==> src/rtl/otter_mtimer.sv <==
`default_nettype none
// ============================================================================
//  Module   : otter_mtimer
//  Purpose  : Memory-mapped machine timer on the OTTER IOBUS. Provides a
//             64-bit MTIME counter with a programmable prescaler, a 64-bit
//             MTIMECMP compare register and a registered, level-sensitive
//             interrupt output.
//  Ports    : CLK        - system clock, all state updates on rising edge
//             RST        - synchronous active-high reset
//             IOBUS_ADDR - byte address from the MCU MEM stage
//             IOBUS_OUT  - write data from the MCU
//             IOBUS_WR   - single-cycle write strobe
//             rd_data    - combinational read data (0 when not selected)
//             sel        - address falls within this block's 32-byte window
//             timer_int  - registered interrupt level
//  Register map (byte offset):
//             0x00 MTIME_LO    0x04 MTIME_HI
//             0x08 MTIMECMP_LO 0x0C MTIMECMP_HI
//             0x10 CTRL {PRESCALE[8 +: PRESCALE_W], INT_EN[1], CNT_EN[0]}
//             0x14..0x1C reserved (read 0, writes ignored)
//  Revision : 1.0 - initial release
// ============================================================================
module otter_mtimer #(
    parameter logic [31:0] BASE_ADDR  = 32'h1100_0100,
    parameter int          PRESCALE_W = 8
) (
    input  logic        CLK,
    input  logic        RST,
    input  logic [31:0] IOBUS_ADDR,
    input  logic [31:0] IOBUS_OUT,
    input  logic        IOBUS_WR,
    output logic [31:0] rd_data,
    output logic        sel,
    output logic        timer_int
);

    localparam logic [2:0] c_OFF_MTIME_LO = 3'd0;
    localparam logic [2:0] c_OFF_MTIME_HI = 3'd1;
    localparam logic [2:0] c_OFF_CMP_LO   = 3'd2;
    localparam logic [2:0] c_OFF_CMP_HI   = 3'd3;
    localparam logic [2:0] c_OFF_CTRL     = 3'd4;

    localparam logic [PRESCALE_W-1:0] c_PCNT_ONE = 1;

    logic [63:0]           r_mtime;
    logic [63:0]           r_mtimecmp;
    logic                  r_cnt_en;
    logic                  r_int_en;
    logic [PRESCALE_W-1:0] r_prescale;
    logic [PRESCALE_W-1:0] r_pcnt;
    logic                  r_timer_int;

    logic [2:0]            w_offset;
    logic                  w_wr;
    logic                  w_tick;
    logic [31:0]           w_ctrl;
    logic [1:0]            w_unused_addr;

    // Byte lanes are not supported; the low address bits carry no meaning.
    assign w_unused_addr = IOBUS_ADDR[1:0];

    assign sel      = (IOBUS_ADDR[31:5] == BASE_ADDR[31:5]);
    assign w_offset = IOBUS_ADDR[4:2];
    assign w_wr     = sel & IOBUS_WR;

    // One MTIME increment is due when the prescale counter has reached the
    // programmed terminal value. PRESCALE=0 therefore ticks every cycle.
    assign w_tick   = r_cnt_en & (r_pcnt == r_prescale);

    always_comb begin
        w_ctrl                    = '0;
        w_ctrl[0]                 = r_cnt_en;
        w_ctrl[1]                 = r_int_en;
        w_ctrl[8 +: PRESCALE_W]   = r_prescale;
    end

    always_comb begin
        rd_data = '0;
        if (sel) begin
            case (w_offset)
                c_OFF_MTIME_LO: rd_data = r_mtime[31:0];
                c_OFF_MTIME_HI: rd_data = r_mtime[63:32];
                c_OFF_CMP_LO:   rd_data = r_mtimecmp[31:0];
                c_OFF_CMP_HI:   rd_data = r_mtimecmp[63:32];
                c_OFF_CTRL:     rd_data = w_ctrl;
                default:        rd_data = '0;
            endcase
        end
    end

    always_ff @(posedge CLK) begin
        if (RST) begin
            r_mtime     <= '0;
            r_mtimecmp  <= '1;
            r_cnt_en    <= 1'b0;
            r_int_en    <= 1'b0;
            r_prescale  <= '0;
            r_pcnt      <= '0;
            r_timer_int <= 1'b0;
        end else begin
            // A software write to either MTIME half wins over the increment
            // for the full 64-bit value; the other half is left untouched.
            if (w_wr && (w_offset == c_OFF_MTIME_LO)) begin
                r_mtime[31:0] <= IOBUS_OUT;
            end else if (w_wr && (w_offset == c_OFF_MTIME_HI)) begin
                r_mtime[63:32] <= IOBUS_OUT;
            end else if (w_tick) begin
                r_mtime <= r_mtime + 64'd1;
            end

            if (w_wr && (w_offset == c_OFF_CMP_LO)) begin
                r_mtimecmp[31:0] <= IOBUS_OUT;
            end
            if (w_wr && (w_offset == c_OFF_CMP_HI)) begin
                r_mtimecmp[63:32] <= IOBUS_OUT;
            end

            // Reprogramming CTRL restarts the prescale phase so the new
            // divider takes effect from a known starting point.
            if (w_wr && (w_offset == c_OFF_CTRL)) begin
                r_cnt_en   <= IOBUS_OUT[0];
                r_int_en   <= IOBUS_OUT[1];
                r_prescale <= IOBUS_OUT[8 +: PRESCALE_W];
                r_pcnt     <= '0;
            end else if (r_cnt_en) begin
                r_pcnt <= w_tick ? '0 : (r_pcnt + c_PCNT_ONE);
            end

            // Compare uses pre-edge values, so the level follows the
            // condition with exactly one cycle of latency.
            r_timer_int <= r_int_en & (r_mtime >= r_mtimecmp);
        end
    end

    assign timer_int = r_timer_int;

endmodule
`default_nettype wire
==> config.mk <==
export PLATFORM = sky130hd
export DESIGN_NAME = otter_mtimer
export DESIGN_NICKNAME = d
export VERILOG_FILES = /design/src/rtl/otter_mtimer.sv
export SDC_FILE = /design/constraint.sdc
export NUM_CORES = 1
export LEC_CHECK = 0
export ABC_AREA = 1
export CORE_MARGIN = 1.5
export CORE_UTILIZATION = 26
export CTS_CLUSTER_SIZE = 16
export DETAILED_ROUTE_END_ITERATION = 10
export PLACE_DENSITY = 0.51
export SYNTH_ARGS = -nofsm -noshare
export SYNTH_HDL_FRONTEND = slang
export SYNTH_SLANG_ARGS = --single-unit
==> constraint.sdc <==
create_clock -name CLK -period 2.4 [get_ports CLK]
set_clock_uncertainty 0.15 [all_clocks]
set_input_delay 0.48 -clock CLK [delete_from_list [all_inputs] [get_ports CLK]]
set_output_delay 0.48 -clock CLK [all_outputs]
set_load 0.01 [all_outputs]
; Word level (Yosys, flattened, before mapping)
; Cells that the tools add are included.
[op_classes]
addsub = 2
muxes = 7
n_eq_ne = 7
n_lt_le_gt_ge = 1
bitwise = 4
n_reduce_logical = 11
[op_table]
columns = cell, n
row1 = one-hot mux 32 bit (5 select lines), 1
row2 = 2-to-1 mux 32 bit, 4
row3 = adder 64 x 1 -> 64 bit (second input constant), 1
row4 = greater-or-equal comparator 64 bit, 1
row5 = 2-to-1 mux 64 bit, 1
row6 = == test 27 x 24 -> 1 bit (second input constant), 1
row7 = adder 8 x 1 -> 8 bit (second input constant), 1
row8 = == test 8 bit, 1
row9 = 2-to-1 mux 8 bit, 1
row10 = == test 3 x 2 -> 1 bit (second input constant), 2
row11 = logical AND 1 bit, 5
row12 = AND reduction 2 bit, 2
row13 = nonzero test 2 bit, 2
row14 = bitwise AND 1 bit, 3
row15 = == test 3 x 1 -> 1 bit (second input constant), 1
row16 = == test 3 bit (second input constant), 1
row17 = zero test 3 bit, 1
row18 = != test 2 bit (second input constant), 1
row19 = OR reduction 2 bit, 1
row20 = inverter 1 bit, 1
[totals]
out_inout_bits = 34
input_bits = 67
wordCells = 41
ff_bits = 147

; Logic depth before layout (Yosys ltp)
[depth]
ltp_word = 5
mapped_depth = 14
mapped_depth_nobuf = 13

; Least setup slack after synthesis
; OpenSTA, ideal clock, no wires.
[synth_timing]
path_kind = in2out
start = in IOBUS_ADDR[29]
end = out rd_data[19]
stages = 8
slack_ps = 107
path_buffers = 1
t_arrival_ps = 1663
path_cell_list = inv_1 -> nand2_1 -> nor2_2 -> nand3_1 -> nor2_4 -> o21ai_1 -> clkbuf_1 -> a41oi_1
[synth_via]
elab_chain_cells = 2
[synth_lines]
columns = item, line_no
row1 = start: declaration, 29  ; input logic [31:0] IOBUS_ADDR,
row2 = == test 27 x 24 -> 1 bit, 62  ; assign sel = (IOBUS_ADDR[31:5] == BASE_ADDR[31:5]);
row3 = net sel, 33  ; output logic sel,
row4 = 2-to-1 mux 32 bit, 79  ; if (sel) begin
row5 = end: declaration, 32  ; output logic [31:0] rd_data,
; The timed path passes the listed nets, and every way through them passes these cells.

; Final worst setup path
[layout_timing]
start = in IOBUS_ADDR[20]
end = out rd_data[19]
[layout_via]
elab_chain_cells = 2
[layout_lines]
columns = item, line_no
row1 = == test 27 x 24 -> 1 bit, 62
row2 = 2-to-1 mux 32 bit, 79
; Every way passes these cells.

==> run summary <==
Initial Util: 26.4%
Share of cells above drive strength 1: 20.4%
Hpwl dp: 42400 um
Drt wl/cell: 20.4 um
Area share of the largest cell type after synthesis: 26.5%
Synth Cell Area: 11100 um^2
Drt first pass iters: 5
Chip height: 210 um
Worst-Margin Slew: 0.687 ns
Tcrit/Tclk final: 102%
Dominant synthesized flop cell: dfxtp_1
Drt drc: 0
Root buffer cell: clkbuf_16
Leakage power: 7.11 nW
Count leader, synth: nand2_1
Pre-CTS setup slack: -0.894 ns
EDFF count, synth: 0
Mapped Nets: 1962
Crit path DAT: 1.81 ns
Required time of the critical path: 1.77 ns
P_int: 4.26 mW
Synthesis Warnings: 0
Synth Register Bits: 147
Largest net degree at the start of global routing: 65
Clock power share: 47.7%
Vias per cell: 4.99
Area growth syn-to-layout: 38.9%
FMAX: 0.411 GHz
Synth top cells by count: nand2_1, nor2_1, inv_1, dfxtp_1, a21oi_1
Port Buffers: 98
Number of DRC violations after detailed-routing iteration 0: 1037
Post-DRT Antenna Nets: 0
Overall overflow remaining after global route: 0
Worst-case hold slack: 0.353 ns
Max-slew violations: 0
Maximum clock insertion buffer count: 2
Leading area contributor after synthesis: dfxtp_1
Crit. End Element: output port
CTS tree: built
Setup CP Type: primary input to output port
Share of total power in sequential cells: 42.7%
Startpoint Class: primary input
Syn Area/Cell: 6.08 um^2
PnR worst setup slack: -0.0360 ns
H-tree depth reported by CTS: 4
CTS buffer count: 17
Area contributors post-synth: dfxtp_1, nand2_1, nor2_1, ha_1, inv_1
Rows: 75
Clock Latency Late Sink: 0.45 ns
Clock Sinks: 147
Cell count after synthesis: 1829
Combinational share of power: 9.6%
Tmin final: 2.44 ns
Fin. Hold Viols: 0
CTS clk-pin slew, worst paths: 0.06 ns
Netlist cell types: 40
Vias: 13240
Net count, final: 2236
PwrDens: 370 nW/um^2
Net Sw Power: 1.46 mW
Status: complete, but fails checks
Number of I/O pins: 101
Initial antenna violation count: 0
GRT Overall Usage: 24.8%
Final setup violation count: 10
Sequential area share after synthesis: 26.5%
GPL Wtd Cong: 0.970
First-pass GRT wire length: 80600 um
Worst rel slew slack: 54.2%
CORE AREA: 42000 um^2
Switching Fraction: 25.5%
Worst-path fanout max: 8
Max Cap Viol: 0
Asr flop ratio synth: 0%
Die area: 44000 um^2
Antenna diodes: 0
Max IR drop VDD: 0.000400 V
Fill cells: 4583
Failing checks: setup timing
WL final: 54100 um
RSZ-0062 raised after global routing: yes
Hold Path Class: register to register
Die span in x: 210 um
Vias in the first global route: 12761
[cell type report]
type | count | area (um^2) | share of cell area (%)
flip-flops and latches | 147 | 2960 | 19.1
clock buffers | 21 | 460 | 2.98
repair buffers | 321 | 2910 | 18.8
multi-input cells | 1409 | 7530 | 48.8
inverters | 207 | 806 | 5.22
clock inverters | 9 | 108 | 0.697
well taps | 539 | 674 | 4.37
[cells by family after synthesis]
family / count (synthesis) / share of synthesized area [%]
and+or+nand+nor: 1033 / 38.1
AOI/OAI and AO/OA: 279 / 15.6
buffers and inverters: 273 / 9.93
DFF: 147 / 26.5
adders and majority gates: 66 / 7.43
xor gates and xnor gates: 31 / 2.44
[power groups by stage]
stage,Combinational [mW],Sequential (mW),Clock [mW]
after global routing,0.570,2.44,2.86
after floorplan,0.118,2.49,0
after global placement,0.425,2.49,0
after CTS,0.500,2.44,2.77
after detailed placement,0.425,2.49,0
final,0.548,2.44,2.73
[per-stage QoR]
| stage | area, um^2 | cells | total power [mW] | util (%) | setup TNS [ns] |
|---|---|---|---|---|---|
| floorplan | 11100 | 1829 | 2.61 | - | 0 |
| global placement | 14100 | 2587 | 2.92 | 33.5 | -66.27 |
| detailed placement | 14100 | 2587 | 2.92 | 33.5 | -65.40 |
| CTS | 15100 | 2648 | 5.70 | 36.0 | -0.0655 |
| global route | 15400 | 2653 | 5.87 | 36.7 | -1.43 |
| finish | 15400 | 2653 | 5.72 | 36.7 | -0.153 |
[flip-flops by register name, summed over array words and instances (netlist names)]
name / count
r_cnt_en: 1
r_int_en: 1
r_mtime: 64
r_mtimecmp: 64
r_pcnt: 8
r_prescale: 8
timer_int: 1
[critical path: stages]
cell	delay (ns)
buf_6	0.10
nor2_4	0.09
nand2_1	0.06
nor2_1	0.11
nand2_1	0.10
nor2_4	0.15
o21ai_4	0.08
buf_12	0.16
buf_12	0.14
a41oi_2	0.16
buf_2	0.16
[routing by layer]
metal / global-route usage, % / wire length (um)
met1: 33.2 / 24400
met3: 3.26 / 3210
met4: 7.47 / 1420
met2: 41.2 / 25100
met5: 0 / 0
[path summary, 6_finish.rpt]
| path | start | to | slack, ns | cells past startpoint |
|---|---|---|---|---|
| setup / recovery | IOBUS_ADDR[20] | rd_data[19] | -0.04 | 11 |
| hold / removal | r_mtime[56]$_SDFFE_PP0P_ | r_mtime[56]$_SDFFE_PP0P_ | 0.35 | 2 |
| setup reg to reg | r_mtimecmp[7]$_SDFFE_PP1P_ | timer_int$_SDFF_PP0_ | 0.07 | 13 |
| hold reg to reg | r_mtime[56]$_SDFFE_PP0P_ | r_mtime[56]$_SDFFE_PP0P_ | 0.35 | 2 |
[cells in the final DEF (no fill, tap or decap), types with 15 or more instances in the layout]
| master | instances |
|---|---|
| buf_2 | 38 |
| clkbuf_16 | 17 |
| o21ai_0 | 41 |
| xor2_1 | 19 |
| nand2_1 | 569 |
| o21ai_1 | 15 |
| nor2_1 | 288 |
| o211ai_1 | 64 |
| nand3_1 | 78 |
| buf_6 | 26 |
| o22ai_1 | 18 |
| buf_4 | 187 |
| a21oi_1 | 77 |
| nand4_1 | 30 |
| dfxtp_1 | 137 |
| buf_12 | 24 |
| clkdlybuf4s50_1 | 34 |
| inv_1 | 188 |
| ha_1 | 66 |
[repair_timing]
item	4_1_cts	5_1_grt
buffers inserted	29	8
hold buffers	0	0
pin swaps	37	24
resized for setup	332	61
endpoints found under the setup margin	37	71
gates cloned	3	0
No activity file was read; power rests on OpenSTA's default activity.
